==> src/rtl/mac_col_ctrl_if.sv <==
// mac_col_ctrl_if: handshake and psum bus of one MAC column controller.
//   w_valid/w_ready/w_load       weight vector handshake and column weight-register enable
//   x_valid/x_ready/x_load       activation vector handshake and column fire strobe
//   psum_valid/psum_last/psum_idx  result qualifiers aligned to the MAC pipeline output
// Modports: slave = controller side, master = fetch logic / psum writer side.
interface mac_col_ctrl_if #(
    parameter int unsigned CW = 8
);
    logic          w_valid;
    logic          w_ready;
    logic          w_load;
    logic          x_valid;
    logic          x_ready;
    logic          x_load;
    logic          psum_valid;
    logic          psum_last;
    logic [CW-1:0] psum_idx;

    modport slave (
        input  w_valid, x_valid,
        output w_ready, w_load, x_ready, x_load, psum_valid, psum_last, psum_idx
    );

    modport master (
        output w_valid, x_valid,
        input  w_ready, w_load, x_ready, x_load, psum_valid, psum_last, psum_idx
    );
endinterface

==> src/rtl/mac_col_ctrl.sv <==
// mac_col_ctrl: sequencer for one column of 8-input signed MAC units.
// Per job loads one weight vector, streams num_vec activation vectors, and tags
// each MAC result with valid/last/index aligned to the LAT-cycle MAC pipeline.
// Ports:
//   clk, reset      single clock, synchronous active-high reset
//   start, num_vec  job request (sampled in IDLE) and vector count
//   bus             mac_col_ctrl_if.slave: weight/activation handshakes, psum tags
//   mac_reset       MAC register reset, high only in reset and IDLE
//   busy, done      job in progress / one-cycle end-of-job pulse
//   stall_cnt       EXEC cycles without x_valid
// Optional feature: define MAC_COL_CTRL_PERF_EN to build the saturating stall
// counter; otherwise stall_cnt is tied to zero.
module mac_col_ctrl #(
    parameter int unsigned LAT = 2,
    parameter int unsigned CW  = 8
) (
    input  logic            clk,
    input  logic            reset,
    input  logic            start,
    input  logic [CW-1:0]   num_vec,
    mac_col_ctrl_if.slave   bus,
    output logic            mac_reset,
    output logic            busy,
    output logic            done,
    output logic [15:0]     stall_cnt
);

    localparam int unsigned SCW = 16;

    typedef enum logic [1:0] {
        IDLE   = 2'd0,
        LOAD_W = 2'd1,
        EXEC   = 2'd2,
        DRAIN  = 2'd3
    } state_t;

    state_t        state_q, state_d;
    logic [CW-1:0] num_q, num_d;
    logic [CW-1:0] vcnt_q, vcnt_d;
    logic          w_ready_q, w_ready_d;
    logic          x_ready_q, x_ready_d;
    logic          mac_reset_q, mac_reset_d;
    logic          busy_q, busy_d;
    logic          done_q, done_d;
    logic [LAT-1:0] vld_q, vld_d;
    logic [LAT-1:0] last_q, last_d;
    logic [CW-1:0]  idx_q [LAT];
    logic [CW-1:0]  idx_d [LAT];
    logic          w_load_c, x_load_c, final_c;

    // Handshake fire strobes double as the column register enables.
    assign w_load_c = bus.w_valid & w_ready_q;
    assign x_load_c = bus.x_valid & x_ready_q;

    // Next-state, counters, delay-line shift and registered-output decode.
    always_comb begin
        state_d = state_q;
        num_d   = num_q;
        vcnt_d  = vcnt_q;
        final_c = 1'b0;

        case (state_q)
            IDLE: begin
                if (start) begin
                    num_d   = num_vec;
                    vcnt_d  = '0;
                    state_d = (num_vec == '0) ? DRAIN : LOAD_W;
                end
            end
            LOAD_W: begin
                if (w_load_c) begin
                    state_d = EXEC;
                end
            end
            EXEC: begin
                if (x_load_c) begin
                    vcnt_d = vcnt_q + CW'(1);
                    if (vcnt_q == num_q - CW'(1)) begin
                        final_c = 1'b1;
                        state_d = DRAIN;
                    end
                end
            end
            DRAIN: begin
                if (done_q) begin
                    state_d = IDLE;
                end
            end
            default: state_d = IDLE;
        endcase

        // Tag pipeline mirrors the MAC datapath: one stage per MAC register.
        vld_d[0]  = x_load_c;
        last_d[0] = x_load_c & final_c;
        idx_d[0]  = vcnt_q;
        for (int i = 1; i < int'(LAT); i++) begin
            vld_d[i]  = vld_q[i-1];
            last_d[i] = last_q[i-1];
            idx_d[i]  = idx_q[i-1];
        end

        w_ready_d   = (state_d == LOAD_W);
        x_ready_d   = (state_d == EXEC);
        mac_reset_d = (state_d == IDLE);
        busy_d      = (state_d != IDLE);
        // Pulse once the delay line will be empty next cycle; never in the
        // first DRAIN cycle, so an empty job still spends one cycle draining.
        done_d      = (state_q == DRAIN) && !done_q && (vld_d == '0);
    end

    // State and registered outputs.
    always_ff @(posedge clk) begin
        if (reset) begin
            state_q     <= IDLE;
            num_q       <= '0;
            vcnt_q      <= '0;
            w_ready_q   <= 1'b0;
            x_ready_q   <= 1'b0;
            mac_reset_q <= 1'b1;
            busy_q      <= 1'b0;
            done_q      <= 1'b0;
            vld_q       <= '0;
            last_q      <= '0;
            for (int i = 0; i < int'(LAT); i++) begin
                idx_q[i] <= '0;
            end
        end else begin
            state_q     <= state_d;
            num_q       <= num_d;
            vcnt_q      <= vcnt_d;
            w_ready_q   <= w_ready_d;
            x_ready_q   <= x_ready_d;
            mac_reset_q <= mac_reset_d;
            busy_q      <= busy_d;
            done_q      <= done_d;
            vld_q       <= vld_d;
            last_q      <= last_d;
            for (int i = 0; i < int'(LAT); i++) begin
                idx_q[i] <= idx_d[i];
            end
        end
    end

`ifdef MAC_COL_CTRL_PERF_EN
    logic [SCW-1:0] stall_q, stall_d;

    // Saturating count of starved EXEC cycles, cleared per accepted job.
    always_comb begin
        stall_d = stall_q;
        if ((state_q == IDLE) && start) begin
            stall_d = '0;
        end else if ((state_q == EXEC) && !bus.x_valid && (stall_q != '1)) begin
            stall_d = stall_q + SCW'(1);
        end
    end

    always_ff @(posedge clk) begin
        if (reset) begin
            stall_q <= '0;
        end else begin
            stall_q <= stall_d;
        end
    end

    assign stall_cnt = stall_q;
`else
    assign stall_cnt = SCW'(0);
`endif

    assign bus.w_ready    = w_ready_q;
    assign bus.x_ready    = x_ready_q;
    assign bus.w_load     = w_load_c;
    assign bus.x_load     = x_load_c;
    assign bus.psum_valid = vld_q[LAT-1];
    assign bus.psum_last  = last_q[LAT-1];
    assign bus.psum_idx   = idx_q[LAT-1];
    assign mac_reset      = mac_reset_q;
    assign busy           = busy_q;
    assign done           = done_q;

endmodule
==> src/flat_wrapper.sv <==
// flat-port wrapper written by rule: the top's interface ports become plain ports
module mac_col_ctrl_flat 
#(
    parameter int unsigned LAT = 2,
    parameter int unsigned CW  = 8
)
  (clk, reset, start, num_vec, mac_reset, busy, done, stall_cnt, bus_w_valid, bus_x_valid, bus_w_ready, bus_w_load, bus_x_ready, bus_x_load, bus_psum_valid, bus_psum_last, bus_psum_idx);
  mac_col_ctrl_if #(.CW(CW)) bus_i ();
  input  logic clk;
  input  logic reset;
  input  logic start;
  input  logic [CW-1:0] num_vec;
  output logic mac_reset;
  output logic busy;
  output logic done;
  output logic [15:0] stall_cnt;
  input wire logic [$bits(bus_i.w_valid)-1:0] bus_w_valid;
  input wire logic [$bits(bus_i.x_valid)-1:0] bus_x_valid;
  output wire logic [$bits(bus_i.w_ready)-1:0] bus_w_ready;
  output wire logic [$bits(bus_i.w_load)-1:0] bus_w_load;
  output wire logic [$bits(bus_i.x_ready)-1:0] bus_x_ready;
  output wire logic [$bits(bus_i.x_load)-1:0] bus_x_load;
  output wire logic [$bits(bus_i.psum_valid)-1:0] bus_psum_valid;
  output wire logic [$bits(bus_i.psum_last)-1:0] bus_psum_last;
  output wire logic [$bits(bus_i.psum_idx)-1:0] bus_psum_idx;
  assign bus_i.w_valid = bus_w_valid;
  assign bus_i.x_valid = bus_x_valid;
  assign bus_w_ready = bus_i.w_ready;
  assign bus_w_load = bus_i.w_load;
  assign bus_x_ready = bus_i.x_ready;
  assign bus_x_load = bus_i.x_load;
  assign bus_psum_valid = bus_i.psum_valid;
  assign bus_psum_last = bus_i.psum_last;
  assign bus_psum_idx = bus_i.psum_idx;
  mac_col_ctrl #(.LAT(LAT), .CW(CW)) u_core (.clk(clk), .reset(reset), .start(start), .num_vec(num_vec), .bus(bus_i), .mac_reset(mac_reset), .busy(busy), .done(done), .stall_cnt(stall_cnt));
endmodule
==> config.mk <==
export PLATFORM = sky130hd
export DESIGN_NAME = mac_col_ctrl_flat
export DESIGN_NICKNAME = d
export VERILOG_FILES = /design/src/rtl/mac_col_ctrl_if.sv /design/src/rtl/mac_col_ctrl.sv /design/src/flat_wrapper.sv
export SDC_FILE = /design/constraint.sdc
export NUM_CORES = 1
export LEC_CHECK = 0
export CORE_AREA = 4 4 76 60
export DETAILED_ROUTE_END_ITERATION = 8
export DIE_AREA = 0 0 80 64
export GPL_ROUTABILITY_DRIVEN = 0
export PLACE_DENSITY = 0.79
export RECOVER_POWER = 100
export SYNTH_ARGS = -nofsm -noshare
export SYNTH_HDL_FRONTEND = slang
export SYNTH_SLANG_ARGS = --single-unit
export TNS_END_PERCENT = 1
==> constraint.sdc <==
create_clock -name clk -period 4.1 [get_ports clk]
set_input_delay 0.82 -clock clk [delete_from_list [all_inputs] [get_ports clk]]
set_output_delay 0.82 -clock clk [all_outputs]
set_load 0.05 [all_outputs]
Word level (Yosys, flattened, before mapping)
Memories as Yosys holds them, arrays and structs flattened. Index checks and enable logic that the tools add are counted.

Reductions and logical operators: 11. $add $sub $neg: 2. Bitwise operators: 5. Muxes and demuxes: 18. Eq/ne operators: 8.

Operators with widths (number): $mux 8 (4); $pmux 8 s2 (1); $mux 2 (6); $add 8x1->8 const B (1); $eq 8x8->1 (1); $logic_not 8->1 (1); $pmux 2 s4 (1); $sub 8x1->8 const B (1); $eq 2x2->1 const B (3); $logic_not 2->1 (3); $mux 1 (6); $eq 2x1->1 const B (2); $reduce_bool 2->1 (2); $and 1x1->1 (3); $reduce_and 3->1 (1); $logic_and 1x1->1 (2); $ne 2x1->1 const B (1); $ne 2x2->1 const B (1); $or 1x1->1 (2); $reduce_and 2->1 (1); $logic_not 1->1 (1).

Bits in writable memories: 16. Memories: 1. Logic and storage cells: 55. Register bits: 27. Output and inout bits: 33. Bits of input ports: 13.

Memory list: u_core.idx_q (words 2, width 8, read ports 2, clocked after Yosys merged registers in 0, write ports 2, line mac_col_ctrl.sv:47) `logic [CW-1:0] idx_q [LAT];`.

Depth between registers and ports, before layout
Gate-level depths: netlist of run 1.

Depth after elaboration: 6. Mapped depth: 7. Gate-level depth less buffers: 7.

Worst setup path after synthesis of run 1
No wires, ideal clock.

Path kind: input port to output port. Start: in bus_x_valid. End: out bus_x_load. Stages on the path: 2. Setup slack: 1828 ps. Buffers on the path: 1. Arrival time: 1452 ps. Required time: 3280 ps. Cells stage by stage: and2_1 -> clkbuf_1.

Cells in the longest elaborated chain, start to end: 1.

Ends and longest elaborated chain: start, declared (line flat_wrapper.sv:18) `input wire logic [$bits(bus_i.x_valid)-1:0] bus_x_valid;`; $and 1x1->1 (line mac_col_ctrl.sv:53) `assign x_load_c = bus.x_valid & x_ready_q;`; end, declared (line flat_wrapper.sv:22) `output wire logic [$bits(bus_i.x_load)-1:0] bus_x_load;`.

Every way passes these cells.

Worst setup path in the final report of run 1
Same ends and word-level chain as after synthesis.

==> summary.md, run 1 <==
| Metric | Value |
|---|---|
| Status | `finished clean` |
| Setup TNS | `0 ns` |
| P_sw | `0.248 mW` |
| Crit path top cell by count | `dlygate4sd3_1` |
| Skew final | `0.00352 ns` |
| Avg Cell Area, Syn | `9.37 um^2` |
| Int Pwr | `0.592 mW` |
| Met1 wire length | `1490 um` |
| Maxcap violations | `0` |
| CP Max Fanout | `5` |
| Main synth FF type | `dfxtp_1` |
| # H-tree levels | `2` |
| Detail Placement HPWL | `2320 um` |
| Yosys reg bits | `43` |
| Total congestion overflow | `0` |
| Worst Hold Depth | `1` |
| TritonCTS buffer count | `5` |
| Clock buffer depth | `2` |
| ANT nets after route | `0` |
| CP max-delay cell | `dlygate4sd3_1` |
| Reg power frac | `52.2%` |
| Metal2 WL | `1410 um` |
| Core footprint | `3900 um^2` |
| Maximum vdd drop | `0.161 mV` |
| Startpoint Class | `input pin` |
| Critical path depth in cells | `3` |
| Number of synthesized flops with an enable pin | `0` |
| Initial DRT Pass Iterations | `4` |
| Post-synth cell types | `43` |
| Via count | `1345` |
| Max incr delay on CP | `0.90 ns` |
| Via-per-instance ratio | `4.77` |
| Seq/Total Area, Yosys | `46.4%` |
| Combinational share of power | `15.6%` |
| Post_cts resized | `0` |
| Antenna violations before repair | `0` |
| First-pass GRT wire length | `5420 um` |
| Hold Violations, Final | `0` |
| FFs w/ async S/R, synth | `0%` |
| Die Wd | `80 um` |
| Crit Path Category | `in -> out` |
| Critical Path RT | `3.28 ns` |
| # IOs | `46` |
| Critical path's top delay family | `buffers and inverters` |
| Root Buffer | `clkbuf_8` |
| Die height | `64 um` |
| Starting density of the core | `47.5%` |
| Crit-path cells | `dlygate4sd3_1, and2_1, dlygate4sd3_1` |
| Max Clock Freq | `0.302 GHz` |
| Die area | `5120 um^2` |
| Buf/Inv on CP | `2` |
| Commonest non-fill, non-tap cell in the layout | `dfxtp_1` |
| Worst Max-Slew Pin Slew | `1.03 ns` |
| RSZ-0062 raised after global routing | `no` |
| Worst-path clk slew | `0.08 ns` |
| Cell area after synthesis | `1850 um^2` |
| Largest net degree at the start of global routing | `27` |
| Post-CTS Hold Buffers | `0` |
| Tcrit/Tclk final | `80.7%` |
| ANT cells | `0` |
| Slew Limit Fails | `0` |
| Max layer used | `met4` |
| Cell Rows | `20` |
| Number of global-route vias before repair | `1194` |
| PwrDens | `384 nW/um^2` |
| WL final | `3170 um` |
| Most frequent cells in the layout | `dfxtp_1 (43), nand2_1 (20), dlygate4sd3_1 (20)` |
| Syn Inst Count | `198` |
| Worst-skew pair later-pin latency | `0.29 ns` |
| Clock power frac | `32.2%` |
| Post-CTS setup buffers | `0` |
| CP Capture Type | `output port` |
| Initial DRC count | `113` |
| DRC Markers | `0` |
| Fin crit period | `3.31 ns` |
| Hold Crit Class | `reg -> reg` |
| DR WL/cell | `11.3 um` |
| Final setup vio count | `0` |
| Leak Pwr | `0.877 nW` |
| Layout cells sized above 1 | `6.17%` |
| Critical path data arrival time | `2.49 ns` |
| YS warnings | `0` |
| Hold Slack | `0.413 ns` |
| Nets@finish | `241` |
| Buffers on Ports | `29` |
| # clock sinks | `43` |
| Met3 wire len | `229 um` |
| GRT Util Overall | `13.5%` |
| Reg2reg path depth | `5` |
| Area Growth Syn to Fin | `17.8%` |
| CTS tree | `done` |
| Final core area utilization | `56.0%` |
| Slew headroom | `30.9%` |
| Filler Cells Inserted | `374` |
| Net Sw Frac | `29.5%` |
synthesized netlist by cell type (3+ instances only):
| cell type | number | share of area, % |
|---|---|---|
| nor2_1 | 11 | 2.2 |
| buf_4 | 17 | 6.9 |
| a21oi_1 | 12 | 3.2 |
| xnor2_1 | 9 | 4.3 |
| nand3_1 | 8 | 2.2 |
| buf_6 | 3 | 1.8 |
| clkbuf_1 | 4 | 0.81 |
| dfxtp_1 | 43 | 46 |
| nor4_1 | 3 | 1.0 |
| nor2b_1 | 19 | 6.4 |
| nand2_1 | 20 | 4.0 |
| nand4b_1 | 3 | 1.4 |
| inv_1 | 3 | 0.61 |
| xor2_1 | 8 | 3.8 |
per-layer routing:
layer | track usage, % | up-vias
met3 | 4.08 | 5
met5 | 0 | -
li1 | - | 683
met1 | 16.8 | 615
met2 | 21.2 | 42
met4 | 6.12 | 0
state kept, by name (all words and copies together) (netlist names):
register,count
u_core.done,1
u_core.mac_reset,1
u_core.vld_q,2
u_core.bus.w_ready,1
u_core.num_q,8
u_core.bus.x_ready,1
u_core.busy,1
u_core.last_q,2
u_core.state_q,2
u_core.vcnt_q,8
u_core.idx_q,16
per-stage QoR:
step	std cells	setup WS (ns)	area, um^2	power (mW)
floorplan	213	1.83	1910	0.564
global placement	274	0.957	2100	0.580
detailed placement	274	0.937	2100	0.582
CTS	282	0.927	2190	0.852
global route	282	0.718	2180	0.879
finish	282	0.792	2180	0.840
path summary, 6_finish.rpt:
| path | startpoint | end | slack [ns] |
|---|---|---|---|
| worst min-delay path | u_core.vld_q[0] | u_core.done | 0.41 |
| worst min register to register | u_core.vld_q[0] | u_core.done | 0.41 |
| worst max register to register | u_core.state_q[1] | u_core.bus.x_ready | 1.96 |
| worst max-delay path | bus_x_valid | bus_x_load | 0.79 |
power by group through the flow:
stage	sequential (mW)	clock, mW	combinational [mW]
CTS	0.439	0.279	0.134
global placement	0.448	0	0.132
finish	0.438	0.270	0.131
floorplan	0.455	0	0.109
global route	0.441	0.295	0.143
detailed placement	0.448	0	0.134
final cells by class:
class	instances	area [um^2]	area share, %
clock buffers	5	68.8	3.15
clock inverters	3	23.8	1.09
inverters	3	11.3	0.515
multi-input cells	143	857	39.2
flip-flops and latches	43	861	39.4
well taps	55	68.8	3.15
repair buffers	30	294	13.5
kinds of logic after synthesis:
kind of cell,after synthesis,synth area share (%)
AOI/OAI and AO/OA,22,7.42
DFF,43,46.4
muxes,2,1.15
other,1,0.202
adders and majority gates,2,1.35
xor gates and xnor gates,17,8.03
buffers and inverters,27,10.1
and+or+nand+nor,84,25.3
Note: power is estimated with default switching activity, not from simulation.
==> run 2: changes to the inputs <==
Settings changed: CORE_AREA 4 4 76 60 to 4 4 80 64, DIE_AREA 0 0 80 64 to 0 0 84 68, PLACE_DENSITY 0.79 to 0.74.
Clock period 4.1 ns to 2.8 ns, I/O delays scaled along.
==> run 2 against run 1 <==
  * Critical path depth stayed put
  * Largest power group unchanged
  * Global-route usage is 1.7 points lower
  * First-iteration DRC count is 29% lower
  * Worst hold slack better by 0.0078 ns
  * Sequential cell count stayed put
  * Die area is 12% higher
  * Clock-buffer cell count is 1 higher
  * Power is 43% higher
  * Routed wire length is 1.3% higher
  * Setup slack worse by 0.23 ns
  * Register-to-register slack worse by 1.2 ns
  * Non-clock buffer count is 1 higher
==> summary.md, run 2 (synthesis results as in run 1) <==
| Metric | Value |
|---|---|
| Net Sw Frac | `28.3%` |
| Die area | `5710 um^2` |
| Die height | `68 um` |
| TritonCTS buffer count | `5` |
| RSZ-0062 raised after global routing | `no` |
| Top flop regs | `u_core.idx_q x16, u_core.num_q x8, u_core.vcnt_q x8` |
| Slew headroom | `51.9%` |
| CP Capture Type | `output port` |
| Post-place setup slack | `0.355 ns` |
| # H-tree levels | `2` |
| Final cell count without fillers | `285` |
| Buffers on Ports | `29` |
| Crit-path cells | `dlygate4sd3_1, and2_0, buf_4` |
| Post-CTS Hold Buffers | `0` |
| Setup TNS | `0 ns` |
| Max Clock Freq | `0.446 GHz` |
| Final core area utilization | `50.5%` |
| ANT nets after route | `0` |
| Clock power frac | `30.6%` |
| GRT Util Overall | `11.8%` |
| Nets@finish | `242` |
| Antenna violations before repair | `0` |
| Post-CTS setup buffers | `0` |
| Worst-skew pair later-pin latency | `0.28 ns` |
| Leak Pwr | `0.872 nW` |
| DR WL/cell | `11.3 um` |
| Detail Placement HPWL | `2500 um` |
| Total chip power | `1.20 mW` |
| PwrDens | `553 nW/um^2` |
| Status | `finished clean` |
| Hold Slack | `0.421 ns` |
| WL final | `3220 um` |
| Area Growth Syn to Fin | `17.3%` |
| Via-per-instance ratio | `4.66` |
| Reg with most FFs | `u_core.idx_q` |
| Maximum vdd drop | `0.228 mV` |
| Core footprint | `4310 um^2` |
| CTS tree | `done` |
| Max incr delay on CP | `0.57 ns` |
| Combinational share of power | `16.0%` |
| Reg power frac | `53.4%` |
| Int Pwr | `0.862 mW` |
| Final worst slack | `0.559 ns` |
| Fin crit period | `2.24 ns` |
| Total congestion overflow | `0` |
| # IOs | `46` |
| Initial DRT Pass Iterations | `4` |
| DRC Markers | `0` |
| CP Max Fanout | `5` |
| Crit Path Category | `in -> out` |
| Slew Limit Fails | `0` |
| Hold Crit Class | `reg -> reg` |
| # clock sinks | `43` |
| Commonest non-fill, non-tap cell in the layout | `dfxtp_1` |
| Number of global-route vias before repair | `1225` |
| Root Buffer | `clkbuf_8` |
| Startpoint Class | `input pin` |
| Initial DRC count | `80` |
| Cell Rows | `21` |
| Most frequent cells in the layout | `dfxtp_1 (43), nand2_1 (20), nor2b_1 (19)` |
| Worst-path clk slew | `0.08 ns` |
| Post_cts resized | `0` |
| Die Wd | `84 um` |
| CP max-delay cell | `dlygate4sd3_1` |
| Via count | `1328` |
| Max reg flops | `16` |
| Area after DPL | `2110 um^2` |
| Final setup vio count | `0` |
| Placed Cells | `277` |
| Cell area after layout | `2170 um^2` |
| Skew final | `0.00634 ns` |
| ANT cells | `0` |
| Worst Max-Slew Pin Slew | `0.719 ns` |
| First-pass GRT wire length | `5400 um` |
| Maxcap violations | `0` |
| Critical path data arrival time | `1.68 ns` |
| Hold Violations, Final | `0` |
| Tcrit/Tclk final | `80.0%` |
| Layout cells sized above 1 | `6.14%` |
| Clock buffer depth | `2` |
| Critical Path RT | `2.24 ns` |
| P_sw | `0.340 mW` |
| Starting density of the core | `43.0%` |
| Largest net degree at the start of global routing | `20` |
[run 2: cell types whose count changed in the layout (fill, tap and decap cells not counted), sizes merged]
cell	before	now
clkinv	0	1
clkbuf	6	9
buf	0	1
inv	4	3
clkinvlp	2	1
dlygate4sd3	20	18
[run 2: path summary, 6_finish.rpt]
path                                 startpoint                 to  slack [ns]  cells past startpoint
worst max register to register  u_core.num_q[0]  u_core.state_q[0]        0.78                      7
worst min-delay path            u_core.vld_q[0]        u_core.done        0.42                      1
worst min register to register  u_core.vld_q[0]        u_core.done        0.42                      1
worst max-delay path                bus_x_valid         bus_x_load        0.56                      3
[run 2: cell type report]
cell class,count,area [um^2]
timing repair buffer,31,289
multi-input combinational,143,857
inverter,3,11.3
clock inverter,2,12.5
tap,57,71.3
sequential,43,861
clock buffer,6,72.6
fill,421,2130
[run 2: routing by layer]
| layer | vias up | GRT usage [%] | part of all wire (%) |
|---|---|---|---|
| met5 | - | 0 | 0 |
| met4 | 0 | 3.21 | 0.47 |
| met3 | 4 | 4.33 | 8.8 |
| met2 | 48 | 18.8 | 43 |
| met1 | 589 | 15.3 | 48 |
| li1 | 687 | - | - |
[run 2: power by group through the flow]
stage	logic, mW	clock network [mW]	registers, mW
3_5_place_dp	0.198	0	0.657
5_1_grt	0.210	0.405	0.645
4_1_cts	0.199	0.379	0.642
3_3_place_gp	0.196	0	0.656
2_1_floorplan	0.160	0	0.666
6_report	0.193	0.368	0.642
[run 2: critical path, delay by kind of cell]
| family | cells | cell delay (ns) |
|---|---|---|
| AND/OR/NAND/NOR | 1 | 0.29 |
| buffers and inverters | 2 | 0.83 |
==> run 3: changes to the inputs <==
Settings changed: CORE_AREA 4 4 80 64 to 4 4 77 61, DIE_AREA 0 0 84 68 to 0 0 81 65, PLACE_DENSITY 0.74 to 0.77.
Clock period 2.8 ns to 2.2 ns, I/O delays scaled along.
==> run 3 against run 2 <==
  * Cell count grew 1.8%
  * Non-clock buffer count grew 7
  * Sequential power grew 27%
  * Power grew 31%
  * Critical endpoint unchanged
==> summary.md, run 3 (synthesis results as in run 1) <==
| Metric | Value |
|---|---|
| Status | `finished clean` |
| Worst Max-Slew Pin Slew | `0.751 ns` |
| Antenna violations before repair | `0` |
| Clock power frac | `31.8%` |
| Layout cells sized above 1 | `9.36%` |
| CP Max Fanout | `5` |
| PwrDens | `702 nW/um^2` |
| Core footprint | `3950 um^2` |
| Crit Path Category | `in -> out` |
| Worst Hold Depth | `1` |
| Reg with most FFs | `u_core.idx_q` |
| Total congestion overflow | `0` |
| DR WL/cell | `11.7 um` |
| R2R Path End | `u_core.bus.w_ready` |
| Max incr delay on CP | `0.47 ns` |
| Cell Rows | `20` |
| Int Pwr | `1.11 mW` |
| # H-tree levels | `2` |
| Initial DRT Pass Iterations | `4` |
| ANT nets after route | `0` |
| Combinational share of power | `16.4%` |
| Slew headroom | `49.9%` |
| DRC Markers | `0` |
| Crit path capture | `bus_x_load` |
| Critical path data arrival time | `1.55 ns` |
| Commonest non-fill, non-tap cell in the layout | `dfxtp_1` |
| RSZ-0062 raised after global routing | `no` |
| Top flop regs | `u_core.idx_q x16, u_core.num_q x8, u_core.vcnt_q x8` |
| Max Clock Freq | `0.502 GHz` |
| Crit-path cells | `clkdlybuf4s50_1, and2_0, clkbuf_2` |
| Post-place setup slack | `0.0530 ns` |
| # clock sinks | `43` |
| Filler Cells Inserted | `397` |
| Number of global-route vias before repair | `1288` |
| Via-per-instance ratio | `4.73` |
| Clock buffer depth | `2` |
| Startpoint Class | `input pin` |
| # IOs | `46` |
| Max reg flops | `16` |
| Reg power frac | `51.8%` |
| Worst-skew pair later-pin latency | `0.30 ns` |
| Critical Path RT | `1.76 ns` |
| Setup TNS | `0 ns` |
| TritonCTS buffer count | `5` |
| Die height | `65 um` |
| Maximum vdd drop | `0.417 mV` |
| Reg2reg setup slack | `0.24 ns` |
| Post-CTS Hold Buffers | `0` |
| Post_cts resized | `0` |
| Via count | `1372` |
| CTS tree | `done` |
| Slew Limit Fails | `0` |
| First-pass GRT wire length | `5780 um` |
| Buffers on Ports | `29` |
| Worst-path clk slew | `0.08 ns` |
| Fin crit period | `1.99 ns` |
| Largest net degree at the start of global routing | `20` |
| Nets@finish | `249` |
| Post-CTS setup buffers | `0` |
| Setup crit start | `bus_x_valid` |
| Detail Placement HPWL | `2570 um` |
| WL final | `3380 um` |
| Hold Crit Class | `reg -> reg` |
| P_sw | `0.462 mW` |
| Register Area | `861 um^2` |
| Starting density of the core | `46.9%` |
| Skew final | `0.00770 ns` |
| ANT cells | `0` |
| Tcrit/Tclk final | `90.6%` |
| Die Wd | `81 um` |
| Most frequent cells in the layout | `dfxtp_1 (43), nand2_1 (20), nor2b_1 (19)` |
| Final setup vio count | `0` |
| Maxcap violations | `0` |
| Area of the multi-input gates | `852 um^2` |
| Die area | `5270 um^2` |
| CP max-delay cell | `clkdlybuf4s50_1` |
| Net Sw Frac | `29.4%` |
| Initial DRC count | `68` |
| Leak Pwr | `0.914 nW` |
| Hold Violations, Final | `0` |
| GRT Util Overall | `14.7%` |
| Final worst slack | `0.208 ns` |
| Root Buffer | `clkbuf_8` |
| Worst r2r src | `u_core.num_q[0]` |
| Reg2reg path depth | `7` |
| CP Capture Type | `output port` |
| Area Growth Syn to Fin | `20.9%` |
run 3: changes by cell type in the layout (fill, tap and decap cells not counted), sizes merged:
| cell | delta |
|---|---|
| dlygate4sd3 | -1 |
| clkinv | +1 |
| clkdlybuf4s50 | +1 |
| buf | +6 |
run 3: worst min path at each step:
stage / from / end / slack [ns]
global placement: u_core.vld_q[0] / u_core.done / 0.40
finish: u_core.vld_q[0] / u_core.done / 0.43
detailed placement: u_core.vld_q[0] / u_core.done / 0.42
floorplan: u_core.vld_q[0] / u_core.done / 0.39
CTS: u_core.vld_q[0] / u_core.done / 0.43
global route: u_core.vld_q[0] / u_core.done / 0.44
run 3: worst max-delay path, delay by kind of cell:
kind / cells / cell delay (ns)
buffers and inverters: 2 / 0.81
and+or+nand+nor: 1 / 0.29
run 3: layout make-up:
| class | count | area share [%] |
|---|---|---|
| Inverter | 3 | 0.502 |
| Sequential cell | 43 | 38.4 |
| Tap cell | 55 | 3.07 |
| Clock inverter | 3 | 1.12 |
| Multi-Input combinational cell | 143 | 38.0 |
| Clock buffer | 5 | 3.07 |
| Timing Repair Buffer | 38 | 15.8 |
run 3: layer usage:
| metal | vias up | GRT usage (%) | wire length (um) |
|---|---|---|---|
| li1 | 698 | - | - |
| met1 | 625 | 18.3 | 1570 |
| met2 | 43 | 21.9 | 1470 |
| met3 | 6 | 6.67 | 290 |
| met4 | 0 | 5.70 | 51 |
| met5 | - | 0 | 0 |
run 3: per-stage QoR:
step	hold WS, ns	instances	cell area (um^2)	util [%]	power, mW
floorplan	0.390	213	1910	-	1.05
global placement	0.399	282	2180	55.2	1.10
detailed placement	0.416	282	2180	55.2	1.10
CTS	0.427	290	2270	57.5	1.60
global route	0.445	290	2240	56.7	1.65
finish	0.428	290	2240	56.7	1.57
run 3: power by group through the flow:
stage               Clock, mW  Sequential [mW]  Combinational [mW]
detailed placement          0            0.835               0.265
floorplan                   0            0.848               0.203
global placement            0            0.834               0.263
global route            0.550            0.819               0.280
finish                  0.500            0.816               0.258
CTS                     0.519            0.817               0.266
